===== config.mk =====
export PLATFORM = sky130hd
export DESIGN_NAME = truth_table_sweeper
export DESIGN_NICKNAME = d
export VERILOG_FILES = /design/src/rtl/tt_pkg.sv /design/src/rtl/tt_settle_timer.sv /design/src/rtl/truth_table_sweeper.sv
export SDC_FILE = /design/constraint.sdc
export NUM_CORES = 1
export LEC_CHECK = 0
export BUFFER_PORTS_ARGS = -buffer_cell sky130_fd_sc_hd__buf_2
export CORE_ASPECT_RATIO = 0.8
export CORE_MARGIN = 2
export CORE_UTILIZATION = 45
export CTS_CLUSTER_DIAMETER = 150
export CTS_CLUSTER_SIZE = 20
export DETAILED_ROUTE_END_ITERATION = 10
export GPL_TIMING_DRIVEN = 0
export PLACE_DENSITY_LB_ADDON = 0.2
export SYNTH_ARGS = -nofsm -noshare
export SYNTH_HDL_FRONTEND = slang
export SYNTH_HIERARCHICAL = 1
export SYNTH_SLANG_ARGS = --single-unit

===== constraint.sdc =====
create_clock -name clk -period 3.1 [get_ports clk]
set_input_delay 0.465 -clock clk [delete_from_list [all_inputs] [get_ports clk]]
set_output_delay 0.465 -clock clk [all_outputs]
set_load 0.005 [all_outputs]

===== src/rtl/tt_pkg.sv =====
// Shared types and helpers for the truth-table sweeper.
package tt_pkg;

    typedef enum logic [1:0] {
        IDLE  = 2'd0,
        SWEEP = 2'd1,
        DONE  = 2'd2
    } state_t;

    localparam int SETTLE_W = 4;

    function automatic int n_vec(input int n_in);
        return 32'sd1 << n_in;
    endfunction

endpackage


===== src/rtl/tt_settle_timer.sv =====
// Loadable down-counter that holds each vector for SETTLE extra cycles.
module tt_settle_timer
    import tt_pkg::*;
#(
    parameter int SETTLE = 1
) (
    input  logic clk,
    input  logic areset_n,
    input  logic load_i,
    input  logic en_i,
    output logic zero_o
);

    localparam logic [SETTLE_W-1:0] LOAD_VAL = SETTLE_W'(SETTLE);

    logic [SETTLE_W-1:0] cnt_q;
    logic [SETTLE_W-1:0] cnt_d;

    // Next count: load wins over decrement, decrement stops at zero.
    always_comb begin
        cnt_d = cnt_q;
        if (load_i) begin
            cnt_d = LOAD_VAL;
        end else if (en_i && (cnt_q != {SETTLE_W{1'b0}})) begin
            cnt_d = cnt_q - {{(SETTLE_W-1){1'b0}}, 1'b1};
        end else begin
            cnt_d = cnt_q;
        end
    end

    // Counter register.
    always_ff @(posedge clk or negedge areset_n) begin
        if (!areset_n) begin
            cnt_q <= {SETTLE_W{1'b0}};
        end else begin
            cnt_q <= cnt_d;
        end
    end

    assign zero_o = (cnt_q == {SETTLE_W{1'b0}});

endmodule


===== src/rtl/truth_table_sweeper.sv =====
// Walks every input vector of a small combinational DUT and packs its
// sampled output into a truth table with a minterm count.
module truth_table_sweeper
    import tt_pkg::*;
#(
    parameter int N_IN   = 3,
    parameter int SETTLE = 1
) (
    input  logic                      clk,
    input  logic                      areset_n,
    input  logic                      start,
    output logic [N_IN-1:0]           x_out,
    input  logic                      f_in,
    output logic                      busy,
    output logic                      done,
    output logic                      table_valid,
    output logic [n_vec(N_IN)-1:0]    tt,
    output logic [N_IN:0]             ones
);

    localparam int              N_VEC    = n_vec(N_IN);
    localparam logic [N_IN-1:0] IDX_LAST = N_IN'(N_VEC - 1);

    state_t            state_q, state_d;
    logic [N_IN-1:0]   idx_q, idx_d;
    logic [N_VEC-1:0]  tt_q, tt_d;
    logic [N_IN:0]     ones_q, ones_d;
    logic              valid_q, valid_d;
    logic [N_IN-1:0]   x_out_q, x_out_d;
    logic              busy_q, busy_d;
    logic              done_q, done_d;
    logic              timer_load_s;
    logic              timer_en_s;
    logic              settle_zero_s;

    tt_settle_timer #(
        .SETTLE (SETTLE)
    ) u_settle (
        .clk      (clk),
        .areset_n (areset_n),
        .load_i   (timer_load_s),
        .en_i     (timer_en_s),
        .zero_o   (settle_zero_s)
    );

    // Next-state, datapath update and output decode.
    always_comb begin
        state_d      = state_q;
        idx_d        = idx_q;
        tt_d         = tt_q;
        ones_d       = ones_q;
        valid_d      = valid_q;
        timer_load_s = 1'b0;
        timer_en_s   = 1'b0;

        case (state_q)
            IDLE: begin
                if (start) begin
                    state_d      = SWEEP;
                    idx_d        = {N_IN{1'b0}};
                    tt_d         = {N_VEC{1'b0}};
                    ones_d       = {(N_IN+1){1'b0}};
                    valid_d      = 1'b0;
                    timer_load_s = 1'b1;
                end else begin
                    state_d = IDLE;
                end
            end
            SWEEP: begin
                timer_en_s = 1'b1;
                if (settle_zero_s) begin
                    tt_d[idx_q] = f_in;
                    ones_d      = ones_q + (N_IN+1)'(f_in);
                    if (idx_q == IDX_LAST) begin
                        state_d = DONE;
                        valid_d = 1'b1;
                    end else begin
                        idx_d        = idx_q + N_IN'(1);
                        timer_load_s = 1'b1;
                    end
                end else begin
                    state_d = SWEEP;
                end
            end
            DONE: begin
                state_d = IDLE;
            end
            default: begin
                state_d = IDLE;
            end
        endcase

        // Outputs are registered from the next state so they change on the edge.
        busy_d  = (state_d == SWEEP);
        done_d  = (state_d == DONE);
        x_out_d = busy_d ? idx_d : {N_IN{1'b0}};
    end

    // State, datapath and output registers; reset discards any partial table.
    always_ff @(posedge clk or negedge areset_n) begin
        if (!areset_n) begin
            state_q <= IDLE;
            idx_q   <= {N_IN{1'b0}};
            tt_q    <= {N_VEC{1'b0}};
            ones_q  <= {(N_IN+1){1'b0}};
            valid_q <= 1'b0;
            x_out_q <= {N_IN{1'b0}};
            busy_q  <= 1'b0;
            done_q  <= 1'b0;
        end else begin
            state_q <= state_d;
            idx_q   <= idx_d;
            tt_q    <= tt_d;
            ones_q  <= ones_d;
            valid_q <= valid_d;
            x_out_q <= x_out_d;
            busy_q  <= busy_d;
            done_q  <= done_d;
        end
    end

    assign x_out       = x_out_q;
    assign busy        = busy_q;
    assign done        = done_q;
    assign table_valid = valid_q;
    assign tt          = tt_q;
    assign ones        = ones_q;

endmodule


## Word-level counts from Yosys, hierarchy flattened

Cells that the tools add are included.

- Bits in registers: 27
- Word-level logic and storage cells: 59
- Input bits: 4

- Reductions and logical operators: 9
- Equal/unequal tests: 7
- Add/subtract/negate cells: 3
- Mux-type cells: 29
- Order comparisons: 2

Operators by type and width:

| kind | number |
|---|---|
| 2-to-1 mux 4 bit | 4 |
| 2-to-1 mux 8 bit | 2 |
| case mux 8 bit (2 select lines) | 1 |
| 2-to-1 mux 3 bit | 4 |
| 2-to-1 mux 1 bit | 9 |
| bitwise mux 8 bit | 1 |
| case mux 4 bit (2 select lines) | 1 |
| != test 2 bit, second input constant | 3 |
| case mux 3 bit (2 select lines) | 1 |
| adder 4 x 1 -> 4 bit | 1 |
| equality test 2 x 1 -> 1 bit, second input constant | 2 |
| zero test 4 bit | 1 |
| less-than comparator 3 x 4 -> 1 bit, second input constant | 1 |
| 2-to-1 mux 2 bit | 2 |
| case mux 1 bit (2 select lines) | 2 |
| case mux 2 bit (2 select lines) | 1 |
| AND reduction 4 bit | 1 |
| nonzero test 2 bit | 2 |
| nonzero test 4 bit | 1 |
| subtractor 4 x 1 -> 4 bit, second input constant | 1 |
| adder 3 x 1 -> 3 bit, second input constant | 1 |
| demux 1 bit (select 3 bit) | 1 |
| equality test 3 bit, second input constant | 1 |
| greater-or-equal comparator 3 x 1 -> 1 bit, second input constant | 1 |
| 4 further kinds | 5 |

## Longest topological paths before layout

- Word-level depth: 7
- Depth in mapped cells: 7
- Gate-level depth less buffers: 7

## By module

The synthesis kept the hierarchy.

Modules (own cells, without submodules):

| module | area an instance (sq um) | sequential area each (sq um) | cells an instance | instances |
|---|---|---|---|---|
| truth_table_sweeper | 1083.5 | 575.6 | 96 | 1 |
| tt_settle_timer | 246.5 | 100.1 | 24 | 1 |

## Worst setup path before layout

No wires, ideal clock.

- Kind: register to register
- From: register u_settle.cnt_q[0]
- To: register u_settle.cnt_q[1]
- Slack: 1.113 ns
- Data required time: 2.975 ns
- Clock period less this slack: 1.987 ns
- Arrival: 1.863 ns
- Cell stages (with the launch flop): 8
- Buffers on the path: 0
- Path through: dfrtp_1 -> inv_1 -> ha_1 -> nor3b_2 -> nand3b_2 -> o21ai_1 -> nor2_1 -> mux2_2

- Longest elaborated chain between the ends: 4
- Elaborated cells between the ends (all ways): 9

RTL lines:

| element | line | source |
|---|---|---|
| start, declared | tt_settle_timer.sv:16 | `logic [SETTLE_W-1:0] cnt_q;` |
| start signal, assigned | tt_settle_timer.sv:34 | `cnt_q <= {SETTLE_W{1'b0}};` |
| start signal, assigned | tt_settle_timer.sv:36 | `cnt_q <= cnt_d;` |
| zero test 4 bit * | tt_settle_timer.sv:40 | `assign zero_o = (cnt_q == {SETTLE_W{1'b0}});` |
| via settle_zero_s | truth_table_sweeper.sv:34 | `logic settle_zero_s;` |
| 2-to-1 mux 1 bit * | truth_table_sweeper.sv:71 | `if (settle_zero_s) begin` |
| case mux 1 bit (2 select lines) * | truth_table_sweeper.sv:56 | `case (state_q)` |
| via timer_load_s | truth_table_sweeper.sv:32 | `logic timer_load_s;` |
| 2-to-1 mux 4 bit / nonzero test 2 bit (equally long branches) | n/a |  |

Mark *: on every way through the listed nets, which the timed path passes. The rest lies on a longest branch. The select of a mux whose other input is x is not followed.
A chain may end at the register's enable or synchronous reset.

## Final worst setup path

Ends and elaborated chain as after synthesis.

==> results_dict.tcl <==
set metrics [dict create \
    status "completed" \
    grt_max_degree 28 \
    drcViolationCount 0 \
    setup_tns_ns 0 \
    fin_util_pct 54.8 \
    drv_slew 0 \
    core_um2 2790 \
    diodes 0 \
    portBuffers 21 \
    clockBufferDepth 2 \
    clkSlewWorstSetupHoldPaths_ns 0.08 \
    syn_to_final_growth_pct 14.9 \
    synth.avg_cell_area_um2 11.1 \
    h-tree-depth 1 \
    cts_hold_buf 0 \
    timing.rr.end "u_settle/cnt_q[1]$_DFFE_PN0P_" \
    pwr-share-clk_pct 13.9 \
    syn-num-nets 129 \
    wl_per_cell_um 12.9 \
    worstMarginPinSlew_ns 0.623 \
    syn_inst 120 \
    grt_setup_unrepaired "no" \
    yosysSeqAreaShare_pct 50.8 \
    slowest_stage "nor3b_2" \
    critPathMaxFanout 10 \
    p_switching_mw 0.509 \
    grt-ovfl-total 0 \
    via_count 966 \
    insertion_delay_ns 0.27 \
    synth.cell_area_um2 1330 \
    nets 155 \
    comb_power_share_pct 44.3 \
    r2r-start "u_settle/cnt_q[0]$_DFFE_PN0P_" \
    fin_crit_ns 2.38 \
    rows 17 \
    ant_nets 0 \
    p_leak_nw 0.782 \
    path_cells "inv_1 > ha_1 > nor3b_2 > nand3b_2 > o21ai_1 > nor2_1 > mux2_2" \
    synth_compound_area_share_pct 8.37 \
    n_fill_cell 248 \
    synth-warning-count 6 \
    antenna_found_initial 0 \
    dieArea_um2 3410 \
    ys_types 38 \
    fin_skew_ns 0.00255 \
    die_x_um 64.8 \
    drtPass1Iterations 5 \
    start_kind "flip-flop" \
    synth_top_family_by_area "simple AND/OR/NAND/NOR gates" \
    drt_wl_total_mm 2.37 \
    power_frac_seq_pct 41.9 \
    cts_tree "built" \
    cts_root_buffer "clkbuf_8" \
    slowest_delay_ns 0.53 \
    path_buf_inv 1 \
    r2r_setup_slack_ns 0.72 \
    crit_path_end_kind "flip-flop" \
    setup_viol 0 \
    cp_data_arrival_time_ns 2.54 \
    switching_share_pct 36.7 \
    place_hpwl_mm 1.82 \
    cp_data_required_time_ns 3.26 \
    max_freq_ghz 0.421 \
    grt_pass1_wl_mm 4.13 \
    period_share_pct 76.7 \
    place_congestion 0.792 \
    layout-drive-gt1-share_pct 25.5 \
    max-slew-margin-rel_pct 58.3 \
    muxShareOfSynthArea_pct 8.75 \
    synth-xor-area-share_pct 0.659 \
    start_util_pct 47.7 \
    p_int_mw 0.877 \
    synthAdderAreaFrac_pct 4.70 \
    r2r_cells 7 \
    grt_pass1_vias 913 \
    hold_viol_final 0 \
    ctsResizeCount 0 \
    synth-simple-area-share_pct 23.0 \
    cp_top_family "simple AND/OR/NAND/NOR gates" \
    dp_slack_ns 0.752 \
    cts_sinks 27 \
    ys_seq_elements 27 \
    post_cts_buffers 0 \
    grtUsageTotal_pct 16.1 \
    die_h_um 52.6 \
    worstSetupPathType "reg2reg" \
    cts_buffers 3 \
    via_per_inst 5.28 \
    vdd_drop_max_mv 0.353 \
    holdCritPathClass "in2async" \
    power.density_nw_per_um2 907 \
    num_io_pins 22 \
    cap_viol_max_count 0 \
    fin_ws_ns 0.723 \
    drtIter0Drc 68 \
]
-- cell type report --
type | instances | area [µm²] | share of cell area, %
multi-input cells | 84 | 604 | 39.6
inverters | 6 | 22.5 | 1.47
repair buffers | 21 | 105 | 6.88
well taps | 38 | 47.5 | 3.11
flip-flops and latches | 27 | 676 | 44.2
clock buffers | 4 | 45.0 | 2.95
plain buffers | 3 | 27.5 | 1.80
-- registers in the layout, indices dropped and copies added (netlist names) --
register and count:
busy 1, done 1, idx_q 3, ones 4
state_q 2, table_valid 1, tt 8, u_settle/cnt_q 4
x_out 3
-- metal layers --
layer,vias up,track usage [%],part of all wire [%]
li1,473,-,-
met1,474,20.8,50
met2,17,27.0,45
met3,2,5.16,4.1
met4,0,2.48,0.51
met5,-,0,0
-- power groups by stage --
stage	clock [mW]	combinational, mW	sequential (mW)
2_1_floorplan	0	0.435	0.582
3_3_place_gp	0	0.601	0.578
3_5_place_dp	0	0.621	0.587
4_1_cts	0.197	0.622	0.581
5_1_grt	0.217	0.699	0.601
6_report	0.192	0.614	0.580
-- synthesized netlist by cell type (all sizes together) --
master,instances,share of area (%)
a21oi,6,2.8
a22o,2,1.3
a311o,1,0.75
a31o,1,0.66
and2,2,1.1
and2b,1,0.56
and3,2,0.94
and3b,1,0.66
buf,3,2.1
dfrtp,27,51
ha,5,4.7
inv,6,1.7
mux2,2,2.0
mux2i,9,6.8
nand2,14,4.0
nand3,3,1.1
nand3b,2,1.4
nand4,2,0.94
nand4b,4,2.6
nor2,9,2.5
nor2b,2,0.94
nor3b,2,1.5
nor4,1,0.94
o211ai,2,1.1
o21a,1,0.56
o21ai,3,1.1
or3,4,2.0
or3b,1,0.66
or4b,1,1.0
xnor2,1,0.66
-- cell families after synthesis --
kind of cell    Yosys count
compound gates           16
xor+xnor                  1
fa+ha+maj                 5
buf+inv                   9
flops                    27
mux                      11
simple gates             51
-- stage by stage --
stage | area [µm²] | cells | power [mW] | hold WS [ns]
after floorplan | 1330 | 120 | 1.02 | 0.169
after global placement | 1480 | 179 | 1.18 | 0.485
after detailed placement | 1480 | 179 | 1.21 | 0.491
after CTS | 1530 | 183 | 1.40 | 0.201
after global routing | 1530 | 183 | 1.52 | 0.212
final | 1530 | 183 | 1.39 | 0.181
-- worst reg2reg max path, stage by stage, from the launching register on --
cell	delay [ns]
dfrtp_1	0.41
inv_1	0.10
ha_1	0.16
nor3b_2	0.53
nand3b_2	0.25
o21ai_1	0.46
nor2_1	0.09
mux2_2	0.27
-- layout by cell type, fill, tap and decap left out, types with 2 or more instances in the layout --
| master | instances |
|---|---|
| or3_1 | 3 |
| mux2i_1 | 9 |
| a22o_1 | 2 |
| o211ai_1 | 2 |
| nor2b_1 | 2 |
| ha_1 | 5 |
| a21oi_1 | 4 |
| nand4_1 | 2 |
| and3_1 | 2 |
| dfrtp_1 | 27 |
| nand3_1 | 3 |
| inv_1 | 6 |
| nand4b_1 | 4 |
| nor2_1 | 9 |
| buf_2 | 22 |
| nand2_1 | 14 |
| a21oi_2 | 2 |
| clkbuf_8 | 3 |
| o21ai_0 | 2 |
| buf_6 | 2 |
-- worst max-delay path by stage --
| stage | startpoint | endpoint | depth (start not counted) |
|---|---|---|---|
| global placement | u_settle/cnt_q[0]$_DFFE_PN0P_ | u_settle/cnt_q[1]$_DFFE_PN0P_ | 7 |
| detailed placement | u_settle/cnt_q[0]$_DFFE_PN0P_ | u_settle/cnt_q[1]$_DFFE_PN0P_ | 7 |
| CTS | u_settle/cnt_q[0]$_DFFE_PN0P_ | u_settle/cnt_q[1]$_DFFE_PN0P_ | 7 |
| finish | u_settle/cnt_q[0]$_DFFE_PN0P_ | u_settle/cnt_q[1]$_DFFE_PN0P_ | 7 |
| floorplan | u_settle/cnt_q[0]$_DFFE_PN0P_ | u_settle/cnt_q[1]$_DFFE_PN0P_ | 7 |
| global route | u_settle/cnt_q[0]$_DFFE_PN0P_ | u_settle/cnt_q[1]$_DFFE_PN0P_ | 7 |
No activity file was read; power rests on OpenSTA's default activity.
